## src/rtl/vga_pkg.sv

```systemverilog
// Shared definitions for the VGA timing generator.
//   - Default 640x480@60 timing constants (pixel clock ~25.175 MHz).
//   - Pixel/line counter width.
//   - FSM state encoding.
//   - Helper to total the four segments of a line or frame.
package vga_pkg;

    localparam int unsigned CNT_W = 10;

    localparam int unsigned H_ACTIVE_DEF = 640;
    localparam int unsigned H_FP_DEF     = 16;
    localparam int unsigned H_SYNC_DEF   = 96;
    localparam int unsigned H_BP_DEF     = 48;

    localparam int unsigned V_ACTIVE_DEF = 480;
    localparam int unsigned V_FP_DEF     = 10;
    localparam int unsigned V_SYNC_DEF   = 2;
    localparam int unsigned V_BP_DEF     = 33;

    // Sync pulses are active-low in the 640x480 mode.
    localparam logic SYNC_POL_DEF = 1'b0;

    typedef enum logic [0:0] {
        StIdle = 1'b0,
        StRun  = 1'b1
    } vga_state_e;

    function automatic int unsigned vga_total(input int unsigned active,
                                              input int unsigned fp,
                                              input int unsigned sync,
                                              input int unsigned bp);
        return active + fp + sync + bp;
    endfunction

endpackage

```

## src/rtl/sync2ff.sv

```systemverilog
// Two-flop synchroniser for a single asynchronous level.
//   clk_i  : destination clock
//   rst_ni : asynchronous active-low reset, clears both stages
//   d_i    : asynchronous input level
//   q_o    : synchronised level, two clk_i edges after d_i settles
module sync2ff (
    input  logic clk_i,
    input  logic rst_ni,
    input  logic d_i,
    output logic q_o
);

    logic meta_q;
    logic sync_q;

    always_ff @(posedge clk_i or negedge rst_ni) begin
        if (!rst_ni) begin
            meta_q <= 1'b0;
            sync_q <= 1'b0;
        end else begin
            meta_q <= d_i;
            sync_q <= meta_q;
        end
    end

    assign q_o = sync_q;

endmodule

```

## src/rtl/vga_timing_gen.sv

```systemverilog
// VGA raster timing generator.
//
// Scans an HT x VT raster while running; all outputs are registered one cycle
// after the h/v counters, so hsync, vsync, de and the pixel coordinates line up.
//
// Ports:
//   vgaClk      : pixel clock, sole clock of the block
//   reset_n     : asynchronous active-low reset
//   pllLocked   : raw PLL lock, asynchronous; only used through sync2ff
//   enable      : request to scan; dropping it finishes the current frame
//   hsync/vsync : sync outputs, active level SYNC_POL
//   de          : display enable (visible pixel)
//   pixelX/Y    : visible pixel coordinates, 0 outside the visible area
//   lineStart   : one-cycle pulse at h=0
//   frameStart  : one-cycle pulse at h=0, v=0
//   frameCount  : frame counter, increments with frameStart, wraps
//   running     : 1 while outputs reflect an active scan
//   irq/irqAck  : frame interrupt and its acknowledge, present only when
//                 VGA_TIMING_FRAME_IRQ_EN is defined
module vga_timing_gen
    import vga_pkg::*;
#(
    parameter int unsigned H_ACTIVE = H_ACTIVE_DEF,
    parameter int unsigned H_FP     = H_FP_DEF,
    parameter int unsigned H_SYNC   = H_SYNC_DEF,
    parameter int unsigned H_BP     = H_BP_DEF,
    parameter int unsigned V_ACTIVE = V_ACTIVE_DEF,
    parameter int unsigned V_FP     = V_FP_DEF,
    parameter int unsigned V_SYNC   = V_SYNC_DEF,
    parameter int unsigned V_BP     = V_BP_DEF,
    parameter logic        SYNC_POL = SYNC_POL_DEF
) (
    input  logic             vgaClk,
    input  logic             reset_n,
    input  logic             pllLocked,
    input  logic             enable,
`ifdef VGA_TIMING_FRAME_IRQ_EN
    input  logic             irqAck,
    output logic             irq,
`endif
    output logic             hsync,
    output logic             vsync,
    output logic             de,
    output logic [CNT_W-1:0] pixelX,
    output logic [CNT_W-1:0] pixelY,
    output logic             lineStart,
    output logic             frameStart,
    output logic [15:0]      frameCount,
    output logic             running
);

    localparam int unsigned HT = vga_total(H_ACTIVE, H_FP, H_SYNC, H_BP);
    localparam int unsigned VT = vga_total(V_ACTIVE, V_FP, V_SYNC, V_BP);

    localparam logic [CNT_W-1:0] H_LAST   = CNT_W'(HT - 1);
    localparam logic [CNT_W-1:0] V_LAST   = CNT_W'(VT - 1);
    localparam logic [CNT_W-1:0] H_VIS    = CNT_W'(H_ACTIVE);
    localparam logic [CNT_W-1:0] V_VIS    = CNT_W'(V_ACTIVE);
    localparam logic [CNT_W-1:0] HS_START = CNT_W'(H_ACTIVE + H_FP);
    localparam logic [CNT_W-1:0] HS_END   = CNT_W'(H_ACTIVE + H_FP + H_SYNC);
    localparam logic [CNT_W-1:0] VS_START = CNT_W'(V_ACTIVE + V_FP);
    localparam logic [CNT_W-1:0] VS_END   = CNT_W'(V_ACTIVE + V_FP + V_SYNC);

    logic lock_s;

    sync2ff u_lock_sync (
        .clk_i  (vgaClk),
        .rst_ni (reset_n),
        .d_i    (pllLocked),
        .q_o    (lock_s)
    );

    vga_state_e       state_q, state_d;
    logic [CNT_W-1:0] h_q, h_d;
    logic [CNT_W-1:0] v_q, v_d;
    logic             hsync_q, hsync_d;
    logic             vsync_q, vsync_d;
    logic             de_q, de_d;
    logic [CNT_W-1:0] pix_x_q, pix_x_d;
    logic [CNT_W-1:0] pix_y_q, pix_y_d;
    logic             line_start_q, line_start_d;
    logic             frame_start_q, frame_start_d;
    logic [15:0]      frame_count_q, frame_count_d;
    logic             running_q, running_d;

    logic run_active;
    logic h_last;
    logic v_last;

    always_comb begin
        // Lock loss gates the current cycle directly so the outputs drop on
        // the very next edge instead of emitting one more stale pixel.
        run_active = (state_q == StRun) && lock_s;
        h_last     = (h_q == H_LAST);
        v_last     = (v_q == V_LAST);

        state_d = state_q;
        unique case (state_q)
            StIdle: if (lock_s && enable) state_d = StRun;
            StRun: begin
                if (!lock_s) begin
                    state_d = StIdle;
                end else if (h_last && v_last && !enable) begin
                    state_d = StIdle;
                end
            end
            default: state_d = StIdle;
        endcase

        // Counters return to 0 whenever the scan stops so re-entry starts at
        // the top-left pixel.
        h_d = '0;
        v_d = '0;
        if (run_active && (state_d == StRun)) begin
            h_d = h_last ? '0 : h_q + 1'b1;
            if (h_last) begin
                v_d = v_last ? '0 : v_q + 1'b1;
            end else begin
                v_d = v_q;
            end
        end

        de_d    = run_active && (h_q < H_VIS) && (v_q < V_VIS);
        hsync_d = (run_active && (h_q >= HS_START) && (h_q < HS_END)) ? SYNC_POL : ~SYNC_POL;
        vsync_d = (run_active && (v_q >= VS_START) && (v_q < VS_END)) ? SYNC_POL : ~SYNC_POL;
        pix_x_d = de_d ? h_q : '0;
        pix_y_d = de_d ? v_q : '0;

        line_start_d  = run_active && (h_q == '0);
        frame_start_d = line_start_d && (v_q == '0);
        frame_count_d = frame_start_d ? frame_count_q + 16'd1 : frame_count_q;
        running_d     = run_active;
    end

    always_ff @(posedge vgaClk or negedge reset_n) begin
        if (!reset_n) begin
            state_q       <= StIdle;
            h_q           <= '0;
            v_q           <= '0;
            hsync_q       <= ~SYNC_POL;
            vsync_q       <= ~SYNC_POL;
            de_q          <= 1'b0;
            pix_x_q       <= '0;
            pix_y_q       <= '0;
            line_start_q  <= 1'b0;
            frame_start_q <= 1'b0;
            frame_count_q <= '0;
            running_q     <= 1'b0;
        end else begin
            state_q       <= state_d;
            h_q           <= h_d;
            v_q           <= v_d;
            hsync_q       <= hsync_d;
            vsync_q       <= vsync_d;
            de_q          <= de_d;
            pix_x_q       <= pix_x_d;
            pix_y_q       <= pix_y_d;
            line_start_q  <= line_start_d;
            frame_start_q <= frame_start_d;
            frame_count_q <= frame_count_d;
            running_q     <= running_d;
        end
    end

    assign hsync      = hsync_q;
    assign vsync      = vsync_q;
    assign de         = de_q;
    assign pixelX     = pix_x_q;
    assign pixelY     = pix_y_q;
    assign lineStart  = line_start_q;
    assign frameStart = frame_start_q;
    assign frameCount = frame_count_q;
    assign running    = running_q;

`ifdef VGA_TIMING_FRAME_IRQ_EN
    logic irq_q, irq_d;

    // Set follows the registered frameStart, so an ack presented during the
    // frameStart cycle loses to the set.
    always_comb begin
        irq_d = irq_q;
        if (frame_start_q) begin
            irq_d = 1'b1;
        end else if (irqAck) begin
            irq_d = 1'b0;
        end
    end

    always_ff @(posedge vgaClk or negedge reset_n) begin
        if (!reset_n) begin
            irq_q <= 1'b0;
        end else begin
            irq_q <= irq_d;
        end
    end

    assign irq = irq_q;
`endif

endmodule

```

## config.mk

```make
export PLATFORM = sky130hd
export DESIGN_NAME = vga_timing_gen
export DESIGN_NICKNAME = d
export VERILOG_FILES = /design/src/rtl/vga_pkg.sv /design/src/rtl/sync2ff.sv /design/src/rtl/vga_timing_gen.sv
export SDC_FILE = /design/constraint.sdc
export NUM_CORES = 1
export LEC_CHECK = 0
export ABC_AREA = 1
export CELL_PAD_IN_SITES_DETAIL_PLACEMENT = 0
export CELL_PAD_IN_SITES_GLOBAL_PLACEMENT = 1
export CORE_ASPECT_RATIO = 0.8
export CORE_MARGIN = 10
export CORE_UTILIZATION = 40
export DETAILED_ROUTE_END_ITERATION = 16
export HOLD_SLACK_MARGIN = 0.08
export PLACE_DENSITY = 0.89
export SYNTH_ARGS = -nofsm -noshare
export SYNTH_HDL_FRONTEND = slang
export SYNTH_SLANG_ARGS = --single-unit
```

## constraint.sdc

```tcl
create_clock -name vgaClk -period 1.8 [get_ports vgaClk]
set_clock_uncertainty 0.1 [all_clocks]
set_input_delay 0.18 -clock vgaClk [delete_from_list [all_inputs] [get_ports vgaClk]]
set_output_delay 0.18 -clock vgaClk [all_outputs]
set_load 0.1 [all_outputs]
```

==> impl_results.md, run 1 <==
- Status: finished clean
- Fmax: 0.5858 GHz
- Cell Count, Final, Fillers Out: 578
- Syn Inst Count: 396
- RD Place Congestion: 0.9328
- Worst Path Max Fanout: 8
- Clk Latency, worst-skew pair: about 0.34 ns
- IO Count: 46
- Crit path launch type: register
- GRT overflow: 0
- Leak: 1.943 nW
- Crit path kind: reg -> reg
- CTS tree: built
- Clock sink count: 65
- Max-cap violation count: 0
- Buffers on Ports: 45
- VDD IR-drop max: 0.5454 mV
- Area grow syn2layout: 33.67%
- Async SR Flop Fraction: 1.000
- Slowest cell delay on critical path: about 0.43 ns
- Via count: between 2000 and 3000
- # rows: 29
- Initial Util: 0.4077
- # DRC: 0
- Initial antenna violation count: 0
- GRT Util Overall: 0.1371
- Die Area: between 10000 and 15000 sq um
- Nets: 474
- CP Capture Type: register
- Worst EP arrival: 1.84 ns
- DR pass1 iterations: 5
- WL final: roughly 8 mm
- Width of the chip: about 120 um
- Synth area leader: dfrtp_1
- DR iter-0 viols: 267
- Sequential share of the synthesized area: 0.5098
- Ant. Diodes: 0
- Global-route wire length before repair: 13.60 mm
- Vias in the first global route: 2829
- Core area: between 7000 and 8000 sq um
- Proportion of layout cells with a drive suffix above 1: 0.2383
- Final min period: 1.707 ns
- Height of the die: 99.95 um
- Post-synth net total: 405
- WL/cell: 13.90 um
- Hold Vio Cnt, Final: 0
- Power per Cell Area: 822.2 nW/um^2
- Post-synth EDFFs: 0
- CTS root buf: clkbuf_8
- Critical path's slowest cell: dfrtp_1
- Syn Std Cell Area: 3196 sq um
- Max clock buf depth: 2
- Worst path most repeated cell: nor2_4
- Largest net degree at the start of global routing: 34
- Vias per cell: 4.919
- Critical Path RT: roughly 1.9 ns
- Fin. max-slew vios: 0
- Largest cells by area after synthesis: dfrtp_1 (49%), nand2_1 (12%), nor2_1 (8.2%)
- Cell variety after synth: 29
- Crit share post-route: 0.9484
- Post-DP HPWL: 5.941 mm
- Post-route setup slack: 0.09292 ns
- Place WS: -0.02897 ns
- Hold Path Class: in -> reg
- Post-synth top flop: dfrtp_1
- CP cell instances: ha_4 > nand2_2 > nor2_4 > nand2_1 > nor2_4 > nand3_2 > nand3_4 > nor2_1
- Total CTS buffers: 9
- Final antenna-violating net count: 0
- Endpoints failing setup: 0
- TNS Setup: 0 ns
- Yosys warns: 0
- Htree depth: 3
- Mapped Avg Cell Area: 8.070 sq um
- Placed cell count: between 500 and 600
- Synth top area share: 0.4933
- FF+latch count, synth: 65
- Worst-path clk slew: 0.07 ns
==> through the flow <==
stage / hold WS (ns) / power (mW) / utilization / cell area (sq um)
after floorplan: -0.2156 / 2.115 / - / 3216
after detailed placement: 0.05806 / 2.424 / 0.5096 / 3994
after global routing: 0.1841 / 3.669 / 0.5450 / 4272
after CTS: 0.1722 / 3.546 / 0.5345 / 4189
after global placement: 0.05498 / 2.415 / 0.5096 / 3994
final: 0.1799 / 3.512 / 0.5450 / 4272
==> layer usage <==
layer | wire length, um | vias up | track usage
li1 | - | 1392 | -
met1 | 3628 | 1352 | 0.1752
met2 | 3730 | 84 | 0.2154
met3 | 553 | 15 | 0.04375
met4 | 121 | 0 | 0.04630
met5 | 0 | - | 0
==> cell type report <==
class / count / area [sq um]
Multi-Input combinational cell: 280 / 1394
Sequential cell: 65 / 1650
Timing Repair Buffer: 63 / 744.5
Clock buffer: 14 / 162.7
Fill cell: 720 / 3566
Clock inverter: 2 / 12.51
Tap cell: 108 / 135.1
Inverter: 46 / 172.7
==> worst max-delay path, delay by kind of cell, from the launching register on <==
| kind | cells | cell delay (ns) |
|---|---|---|
| and+or+nand+nor | 7 | 0.89 |
| DFF | 1 | 0.43 |
| adders and majority gates | 1 | 0.17 |
==> cell usage after synthesis, types with 5 or more instances <==
library cell and count:
nand2_1 101, nor2_1 70, dfrtp_1 63, inv_1 44, nand3_1 28, o21ai_0 19
nand4_1 12, nor2_2 6, nor3_1 6, xor2_1 6, ha_1 5, xnor2_1 5
==> power by group <==
group,switching (mW),internal (mW),total [mW]
clock,0.534,0.575,1.11
sequential,0.0958,1.53,1.63
combinational,0.525,0.251,0.776
total,1.15,2.36,3.51
==> state kept, by name, summed over array words and instances (netlist names), 10 cells and up <==
name        flops
pixelY         10
frameCount     16
v_q            10
pixelX         10
h_q            10
==> cell usage in the layout (no fill, tap or decap), types with 5 or more instances in the layout <==
cell type and n:
nand2_1 101, nor2_1 68, dfrtp_1 50, inv_1 43
buf_4 37, nand3_1 27, buf_12 21, o21ai_0 13
nand4_1 12, clkbuf_8 11, dfrtp_2 11, o21ai_1 9
nor2_2 7, xor2_1 6, xnor2_1 5, nor3_1 5
==> kinds of logic (layout without fill, tap and decap cells) <==
kind of cell,after synthesis,in the layout,share of synthesized area
AND/OR/NAND/NOR,233,234,0.3191
flip-flops,65,65,0.5098
buffers and inverters,52,125,0.07204
AO/OA/AOI/OAI,29,29,0.04816
XOR/XNOR,11,11,0.03015
adder cells (fa/ha/maj),5,5,0.01958
other,1,1,0.001174
==> final timing paths <==
kind | start | to | slack [ns] | depth (start not counted)
setup reg to reg | h_q[0] | h_q[8] | 0.09 | 8
setup / recovery | h_q[0] | h_q[8] | 0.09 | 8
max in group asynchronous | reset_n | vsync | 0.78 | 3
hold reg to reg | u_lock_sync.meta_q | u_lock_sync.q_o | 0.26 | 0
hold / removal | pllLocked | u_lock_sync.meta_q | 0.18 | 1
min in group asynchronous | reset_n | pixelY[9] | 0.22 | 2
==> timing repair <==
item,CTS,global route
endpoints found under the hold margin,53,0
endpoints found under the setup margin,13,33
pin swaps,0,2
buffers inserted,0,4
resized for setup,2,16
hold buffers,1,0
cloned,0,1
No activity file was read; power rests on OpenSTA's default activity.
==> inputs of run 2 (changes only) <==
Settings changed: CORE_UTILIZATION 40 to 36, CTS_CLUSTER_SIZE set to 16, PLACE_DENSITY 0.89 to 0.85.
Clock period 1.8 ns to 1.4 ns, I/O delays scaled along.
==> impl_results.md, run 2 (same netlist as run 1, synthesis figures left out) <==
- Largest net degree at the start of global routing: 66
- Critical Path RT: 1.53 ns
- M1 GR Usage: 0.1765
- Max reg flops: 16
- Met2 GRT Util: 0.2156
- RD Place Congestion: 0.9007
- Post-DP HPWL: roughly 6.5 mm
- Ant. Diodes: 0
- Placed cell count: 618
- CP Capture Type: register
- # fillers: 664
- Hold Path Class: in -> reg
- Final instance area: 5515 sq um
- Layer with the highest usage: met2
- Worst-path clk slew: 0.07 ns
- CTS root buf: clkbuf_8
- Total CTS buffers: 9
- Final min period: around 1.7 ns
- Clock sink count: 65
- WL/cell: 14.33 um
- Worst Path Max Fanout: 7
- WL final: 9.317 mm
- Max clock buf depth: 2
- Vias in the first global route: 3043
- Proportion of layout cells with a drive suffix above 1: 0.4480
- Commonest non-fill, non-tap cell in the layout: nand2_1
- Buffers on Ports: 45
- GRT overflow: 0
- Leak: ~2.4 nW
- Width of the chip: 125.3 um
- DR iter-0 viols: 262
- Post-route setup slack: -0.2602 ns
- GR Util met3: 0.04024
- Area grow syn2layout: 72.59%
- Global-route wire length before repair: approximately 15 mm
- Vias per cell: 4.749
- Clk Latency, worst-skew pair: approximately 0.36 ns
- Crit path launch type: register
- Worst EP arrival: around 1.8 ns
- Via count: 3087
- Initial Util: 0.3734
- Die Area: ~13000 sq um
- Crit path kind: reg -> reg
- Status: finished, violations left
- Endpoints failing setup: 38
- Fin. max-slew vios: 0
- Cell Count, Final, Fillers Out: 650
- Initial antenna violation count: 0
- CTS tree: built
- # DRC: 0
- Max-cap violation count: 0
- GRT Util Overall: 0.1385
- Nets: 542
- VDD IR-drop max: around 1.1 mV
- Crit share post-route: 1.186
- Fmax: 0.6023 GHz
- DR pass1 iterations: 4
- Hold Vio Cnt, Final: 0
- RSZ-0062 raised after global routing: true
- Core area: 8558 sq um
- Htree depth: 3
- Final antenna-violating net count: 0
- IO Count: 46
- # rows: 30
- Height of the die: 104.3 um
- Commonest cells after routing, fill and taps aside: nand2_1 (94), buf_4 (67), buf_12 (46), nor2_1 (45), dfrtp_1 (45)
- Dpl cell area: roughly 4900 sq um
- Failing checks: negative setup slack
- Tot Pwr: 5.078 mW
- Power per Cell Area: between 900 and 1000 nW/um^2
run 2: cell count changes in the layout (fill, tap and decap cells not counted), sizes merged:
cell and change:
buf +67, clkinv +2, clkbuf -3, bufinv +1, clkinvlp +1
run 2: layout make-up:
type	instances	area, sq um	share of cell area
Inverter	46	177.7	0.03221
Clock inverter	6	67.56	0.01225
Sequential cell	65	1679	0.3044
Multi-Input combinational cell	280	1683	0.3051
Tap cell	112	140.1	0.02541
Timing Repair Buffer	131	1630	0.2956
Clock buffer	10	137.6	0.02495
run 2: timing repair:
item,4_1_cts,5_1_grt
endpoints found under the setup margin,54,60
buffers inserted,10,7
gates resized for setup,25,59
cloned,1,1
hold buffers,1,0
pin swaps,5,16
hold endpoints to repair,65,0
run 2: final timing paths:
| kind | from | depth (start not counted) | slack, ns | to |
|---|---|---|---|---|
| max reg2reg | h_q[1] | 9 | -0.26 | h_q[5] |
| max | h_q[1] | 9 | -0.26 | h_q[5] |
| min in group asynchronous | reset_n | 3 | 0.21 | pixelY[9] |
| max in group asynchronous | reset_n | 3 | 0.64 | vsync |
| min reg2reg | u_lock_sync.meta_q | 0 | 0.25 | u_lock_sync.q_o |
| min | pllLocked | 1 | 0.12 | u_lock_sync.meta_q |
run 2: routing by layer:
metal,vias up,routed length (um),share of wire
met1,1458,4135,0.44
met4,0,110,0.012
met3,8,540,0.058
met2,88,4530,0.49
li1,1533,-,-
met5,-,0,0
run 2: power breakdown:
| group | total (mW) | switching (mW) | internal (mW) |
|---|---|---|---|
| sequential | 2.09 | 0.106 | 1.98 |
| combinational | 1.35 | 0.812 | 0.534 |
| clock | 1.65 | 0.773 | 0.873 |
| total | 5.08 | 1.69 | 3.39 |
run 2: worst max-delay path, cell delays in order (launching register included):
cell     delay (ns)
dfrtp_1        0.39
ha_2           0.20
nand2_2        0.06
nor2_4         0.12
nand2_2        0.07
nor2_4         0.18
buf_6          0.14
nand3_4        0.09
nand3_4        0.14
nor2_1         0.06
run 2: metrics by stage:
| stage | setup TNS, ns | hold WS [ns] | setup slack [ns] | utilization |
|---|---|---|---|---|
| 2_1_floorplan | -5.020 | -0.2556 | -0.1769 | - |
| 3_3_place_gp | -6.034 | 0.07843 | -0.2111 | 0.5694 |
| 3_5_place_dp | -8.310 | 0.08184 | -0.2861 | 0.5694 |
| 4_1_cts | -7.578 | 0.1144 | -0.2285 | 0.6133 |
| 5_1_grt | -11.55 | 0.1152 | -0.3417 | 0.6444 |
| 6_report | -7.545 | 0.1241 | -0.2602 | 0.6444 |
